### src/rtl/uart_rx_pkg.sv
// Shared UART definitions: FSM state encoding, frame constants and
// default line settings used by the receiver and the future transmitter.
package uart_rx_pkg;

  typedef enum logic [2:0] {
    IDLE      = 3'd0,
    START     = 3'd1,
    DATA      = 3'd2,
    STOP      = 3'd3,
    WAIT_IDLE = 3'd4
  } uart_state_e;

  localparam int DATA_BITS   = 8;
  localparam int MID_SAMPLE  = 7;
  localparam int LAST_SAMPLE = 15;

  localparam int CLK_FREQ_DEF = 50_000_000;
  localparam int BAUD_DEF     = 115_200;

endpackage

### src/rtl/uart_baud_gen.sv
// Free-running prescaler producing a one-clock oversampling tick
// every DIV clocks.
module uart_baud_gen #(
  parameter int DIV = 27
) (
  input  logic clk,
  input  logic rst_n,
  output logic tick
);

  localparam int W = $clog2(DIV);

  logic [W-1:0] cnt;

  assign tick = (cnt == W'(DIV - 1));

  always_ff @(posedge clk or negedge rst_n) begin
    if (!rst_n) begin
      cnt <= '0;
    end else if (tick) begin
      cnt <= '0;
    end else begin
      cnt <= cnt + 1'b1;
    end
  end

endmodule

### src/rtl/uart_rx.sv
// 8N1 UART receiver with 16x oversampling, a one-entry valid/ready
// output buffer and framing-error / overrun pulses.
module uart_rx
  import uart_rx_pkg::*;
#(
  parameter int CLK_FREQ   = CLK_FREQ_DEF,
  parameter int BAUD       = BAUD_DEF,
  parameter int OVERSAMPLE = 16,
  parameter int DIV        = CLK_FREQ / (BAUD * OVERSAMPLE)
) (
  input  logic       clk,
  input  logic       rst_n,
  input  logic       rx,
  output logic [7:0] data,
  output logic       data_valid,
  input  logic       data_ready,
  output logic       frame_err,
  output logic       overrun
);

  uart_state_e state;
  logic        rx_m;
  logic        rx_s;
  logic        tick;
  logic        deliver;
  logic [3:0]  sample_cnt;
  logic [2:0]  bit_idx;
  logic [7:0]  shreg;
  logic        mid;
  logic        last;

  uart_baud_gen #(
    .DIV (DIV)
  ) u_baud (
    .clk   (clk),
    .rst_n (rst_n),
    .tick  (tick)
  );

  assign mid  = (sample_cnt == 4'(MID_SAMPLE));
  assign last = (sample_cnt == 4'(LAST_SAMPLE));

  always_ff @(posedge clk or negedge rst_n) begin
    if (!rst_n) begin
      rx_m <= 1'b1;
      rx_s <= 1'b1;
    end else begin
      rx_m <= rx;
      rx_s <= rx_m;
    end
  end

  always_ff @(posedge clk or negedge rst_n) begin
    if (!rst_n) begin
      state      <= IDLE;
      sample_cnt <= '0;
      bit_idx    <= '0;
      shreg      <= '0;
      deliver    <= 1'b0;
      data       <= '0;
      data_valid <= 1'b0;
      frame_err  <= 1'b0;
      overrun    <= 1'b0;
    end else begin
      frame_err <= 1'b0;
      overrun   <= 1'b0;
      deliver   <= 1'b0;

      if (deliver) begin
        if (!data_valid || data_ready) begin
          data       <= shreg;
          data_valid <= 1'b1;
        end else begin
          overrun <= 1'b1;
        end
      end else if (data_valid && data_ready) begin
        data_valid <= 1'b0;
      end

      if (tick) begin
        unique case (state)
          IDLE: begin
            // the detecting tick itself counts as sample 0
            if (!rx_s) begin
              state      <= START;
              sample_cnt <= 4'd1;
            end
          end
          START: begin
            if (mid && rx_s) begin
              state <= IDLE;
            end else if (last) begin
              state      <= DATA;
              sample_cnt <= '0;
              bit_idx    <= '0;
            end else begin
              sample_cnt <= sample_cnt + 4'd1;
            end
          end
          DATA: begin
            if (mid) begin
              shreg <= {rx_s, shreg[7:1]};
            end
            if (last) begin
              sample_cnt <= '0;
              if (bit_idx == 3'(DATA_BITS - 1)) begin
                state <= STOP;
              end else begin
                bit_idx <= bit_idx + 3'd1;
              end
            end else begin
              sample_cnt <= sample_cnt + 4'd1;
            end
          end
          STOP: begin
            // leave at mid stop bit so back-to-back frames resync
            if (mid) begin
              if (rx_s) begin
                deliver <= 1'b1;
                state   <= IDLE;
              end else begin
                frame_err <= 1'b1;
                state     <= WAIT_IDLE;
              end
            end else begin
              sample_cnt <= sample_cnt + 4'd1;
            end
          end
          WAIT_IDLE: begin
            if (rx_s) begin
              state <= IDLE;
            end
          end
          default: begin
            state <= IDLE;
          end
        endcase
      end
    end
  end

endmodule

### config.mk
export PLATFORM = sky130hd
export DESIGN_NAME = uart_rx
export DESIGN_NICKNAME = d
export VERILOG_FILES = /design/src/rtl/uart_rx_pkg.sv /design/src/rtl/uart_baud_gen.sv /design/src/rtl/uart_rx.sv
export SDC_FILE = /design/constraint.sdc
export NUM_CORES = 1
export LEC_CHECK = 0
export BUFFER_PORTS_ARGS = -buffer_cell sky130_fd_sc_hd__buf_2
export CAP_MARGIN = 20
export CORE_ASPECT_RATIO = 0.6
export CORE_MARGIN = 8
export CORE_UTILIZATION = 45
export CTS_CLUSTER_SIZE = 30
export DETAILED_ROUTE_END_ITERATION = 8
export PLACE_DENSITY = 0.61
export REMOVE_ABC_BUFFERS = 1
export SLEW_MARGIN = 10
export SYNTH_ARGS = -nofsm -noshare
export SYNTH_HDL_FRONTEND = slang
export SYNTH_SLANG_ARGS = --single-unit
### constraint.sdc
create_clock -name clk -period 2.1 [get_ports clk]
set_input_delay 0.315 -clock clk [delete_from_list [all_inputs] [get_ports clk]]
set_output_delay 0.315 -clock clk [all_outputs]
set_load 0.005 [all_outputs]
==> impl_metrics.py <==
metrics = {
    "floorplanning": {
        "die_h_um": 63.6,
        "core_region_area_mm2": 0.00364,
        "die_w_um": 95.4,
        "initial_core_util_pct": 46.7,
        "num_io_pins": 15,
        "num_rows": 17,
        "die_area_mm2": 0.00607,
    },
    "pwr": {
        "p_leak_uw": 0.000967,
        "p_per_area_mw_per_mm2": 713,
        "ir_worst_vdd_v": 0.000452,
        "power.total_uw": 1380,
    },
    "grt": {
        "antenna_found_initial": 0,
        "grt_pass1_wl_mm": 5.37,
        "grt_max_degree": 38,
        "grt_pass1_vias": 1095,
        "grt_usage_pct": 11.3,
        "globalRoute.totalOverflow": 0,
    },
    "yosys": {
        "syn_inst": 143,
        "synth_largest_area_cell": "dfrtp_1",
        "ys_seq_area_share_pct": 54.6,
        "synth-main-ff-cell": "dfrtp_1",
        "synth_cell_types": 41,
        "synth.area.mux_share_pct": 11.8,
        "ys_async_sr_fraction_pct": 100,
        "synthSimpleGateAreaFrac_pct": 17.0,
        "netlist_top_cells_area": "dfrtp_1 52%, mux2_2 11%, ha_1 3.7%",
        "syn_avg_cell_area_um2": 11.9,
        "netlist.area_leader.share_pct": 51.5,
        "synth_top_family_by_area": "simple AND/OR/NAND/NOR gates",
        "synth_enable_flop_cells": 0,
        "yosys_warnings": 0,
        "synth-compound-area-share_pct": 9.05,
        "synth_fa_ha_area_share_pct": 3.68,
        "synth_seq_cells": 37,
        "netlist_area_mm2": 0.00170,
        "synth_xor_area_share_pct": 1.03,
    },
    "layout": {
        "areaGrowthSynthToFinish_pct": 13.8,
        "final_layout_size_suffix_gt1_share_pct": 29.0,
        "nets": 170,
        "n_antenna_cell": 0,
    },
    "timing": {
        "fin_tns_setup_ps": 0,
        "finalMaxSlewViolations": 0,
        "whs_ps": 110,
        "hold_violations": 0,
        "fin_crit_ps": 1920,
        "rsz0062_at_grt": "no",
        "worstMarginPinSlew_ps": 806,
        "max_freq_mhz": 521,
        "final.period_utilization_pct": 91.4,
        "setup_viol": 0,
        "skew_ps": 3.82,
        "max-slew-margin-rel_pct": 46.3,
    },
    "critical_path": {
        "arrival_ps": 2090,
        "path_cells": "ha_1, nand3b_1, nor3b_4, mux2_2",
        "r2r_start": "sample_cnt[0]",
        "reg2reg_setup_slack_ps": 180,
        "cp.buffers_inverters": 0,
        "r2r-end": "shreg[3]",
        "setup.worst_path.end_class": "flop",
        "worst_setup_path_start_kind": "flop",
        "critical_path_required_ps": 2270,
        "cpPeakStageDelay_ps": 480,
        "crit_slowest_cell": "nor3b_4",
        "worstSetupPathType": "flop to flop",
        "crit_family": "simple AND/OR/NAND/NOR gates",
        "rr_worst_depth": 4,
        "crit_path_max_fanout": 8,
    },
    "detailed_routing": {
        "vias": 1142,
        "drt_wl_total_mm": 3.04,
        "first_pass_iters": 6,
        "wl_per_cell_um": 14.6,
        "viasPerCell": 5.46,
        "drc": 0,
        "antenna_left": 0,
        "drtIter0Drc": 96,
    },
    "clock_tree": {
        "holdBufCountCts": 0,
        "cts-root-buf": "clkbuf_8",
        "clock_latency_ps": 290,
        "cts_tree": "yes",
        "clockBufferDepth": 2,
        "htreeDepth": 2,
        "post_cts_buffers": 0,
        "ctsResizeCount": 0,
        "numCtsBuffers": 5,
        "cts.clk_slew.worst_paths_ps": 70,
        "cts_num_sinks": 37,
    },
    "placement": {
        "gp_congestion": 0.842,
        "dp_hpwl_mm": 2.22,
        "io_buffers": 14,
    },
    "hold_path": {
        "hp-class": "input port to async pin",
    },
    "status": {
        "outcome": "completed",
    },
    "run": {
        "cap_violations": 0,
    },
}
==> metal layers <==
layer | track usage [%] | routed length, µm | part of all wire (%)
met1 | 15.9 | 1620 | 53
met4 | 5.22 | 44 | 1.4
met3 | 4.02 | 155 | 5.1
met2 | 14.8 | 1220 | 40
met5 | 0 | 0 | 0
==> worst max path at each step <==
stage,startpoint,end,depth (start not counted)
6_report,sample_cnt[0],shreg[3],4
5_1_grt,sample_cnt[0],shreg[6],4
4_1_cts,sample_cnt[0],shreg[3],4
3_5_place_dp,sample_cnt[0],shreg[3],4
3_3_place_gp,sample_cnt[0],shreg[6],4
2_1_floorplan,u_baud.cnt[0],sample_cnt[0],6
==> synth_stat cells (3+ instances only) <==
cell type and instances:
dfrtp_1 35, mux2_2 17, nand2_1 12, nor2_1 9
o21ai_0 8, inv_1 6, ha_1 5, nand3_1 4
nand3b_1 3, nor3b_1 3
==> kinds of logic (layout without fill, tap and decap cells) <==
family                     count (synthesis)  after routing
AOI/OAI and AO/OA                         21             21
xor gates and xnor gates                   2              2
adders and majority gates                  5              5
buffers and inverters                     11             30
DFF                                       37             37
muxes                                     18             18
and+or+nand+nor                           49             49
==> worst register-to-register path, delay by kind of cell (launching register included) <==
kind,cells,cell delay [ps]
flip-flops,1,410
AND/OR/NAND/NOR,2,740
adder cells (fa/ha/maj),1,280
multiplexers,1,390
==> area by class of cell <==
| type | instances | area (µm²) |
|---|---|---|
| clock inverter | 2 | 37.5 |
| tap | 47 | 58.8 |
| timing repair buffer | 15 | 77.6 |
| multi-input combinational | 95 | 724 |
| inverter | 7 | 26.3 |
| sequential | 37 | 928 |
| fill | 331 | 1700 |
| clock buffer | 6 | 82.6 |
==> power breakdown <==
part | leakage, µW | switching, µW | internal [µW]
clock | 0.0000574 | 252 | 386
combinational | 0.000421 | 15.5 | 4.81
sequential | 0.000488 | 3.98 | 717
total | 0.000967 | 272 | 1110
==> cells in the final DEF, fill, tap and decap left out, types with 3 or more instances in the layout <==
| master | Yosys | layout |
|---|---|---|
| nand3_1 | 4 | 4 |
| nand3b_1 | 3 | 3 |
| dfrtp_1 | 35 | 35 |
| ha_1 | 5 | 5 |
| nor3b_1 | 3 | 3 |
| clkbuf_8 | 0 | 6 |
| nor2_1 | 9 | 9 |
| o21ai_0 | 8 | 8 |
| buf_2 | 2 | 14 |
| mux2_2 | 17 | 17 |
| inv_1 | 6 | 6 |
| nand2_1 | 12 | 12 |
==> state kept, by name, indices dropped and copies added (netlist names) <==
register,cells
bit_idx,3
data,8
sample_cnt,4
rx_s,1
u_baud.cnt,5
shreg,8
data_valid,1
deliver,1
rx_m,1
state,3
overrun,1
frame_err,1
==> metrics by stage <==
| step | area (µm²) | cells | util (%) | worst slack, ps |
|---|---|---|---|---|
| 2_1_floorplan | 1680 | 139 | - | 442 |
| 3_3_place_gp | 1820 | 201 | 49.9 | 288 |
| 3_5_place_dp | 1820 | 201 | 49.9 | 170 |
| 4_1_cts | 1940 | 209 | 53.2 | 168 |
| 5_1_grt | 1940 | 209 | 53.2 | 93.4 |
| 6_report | 1940 | 209 | 53.2 | 181 |
(Power assumes the default switching activity.)
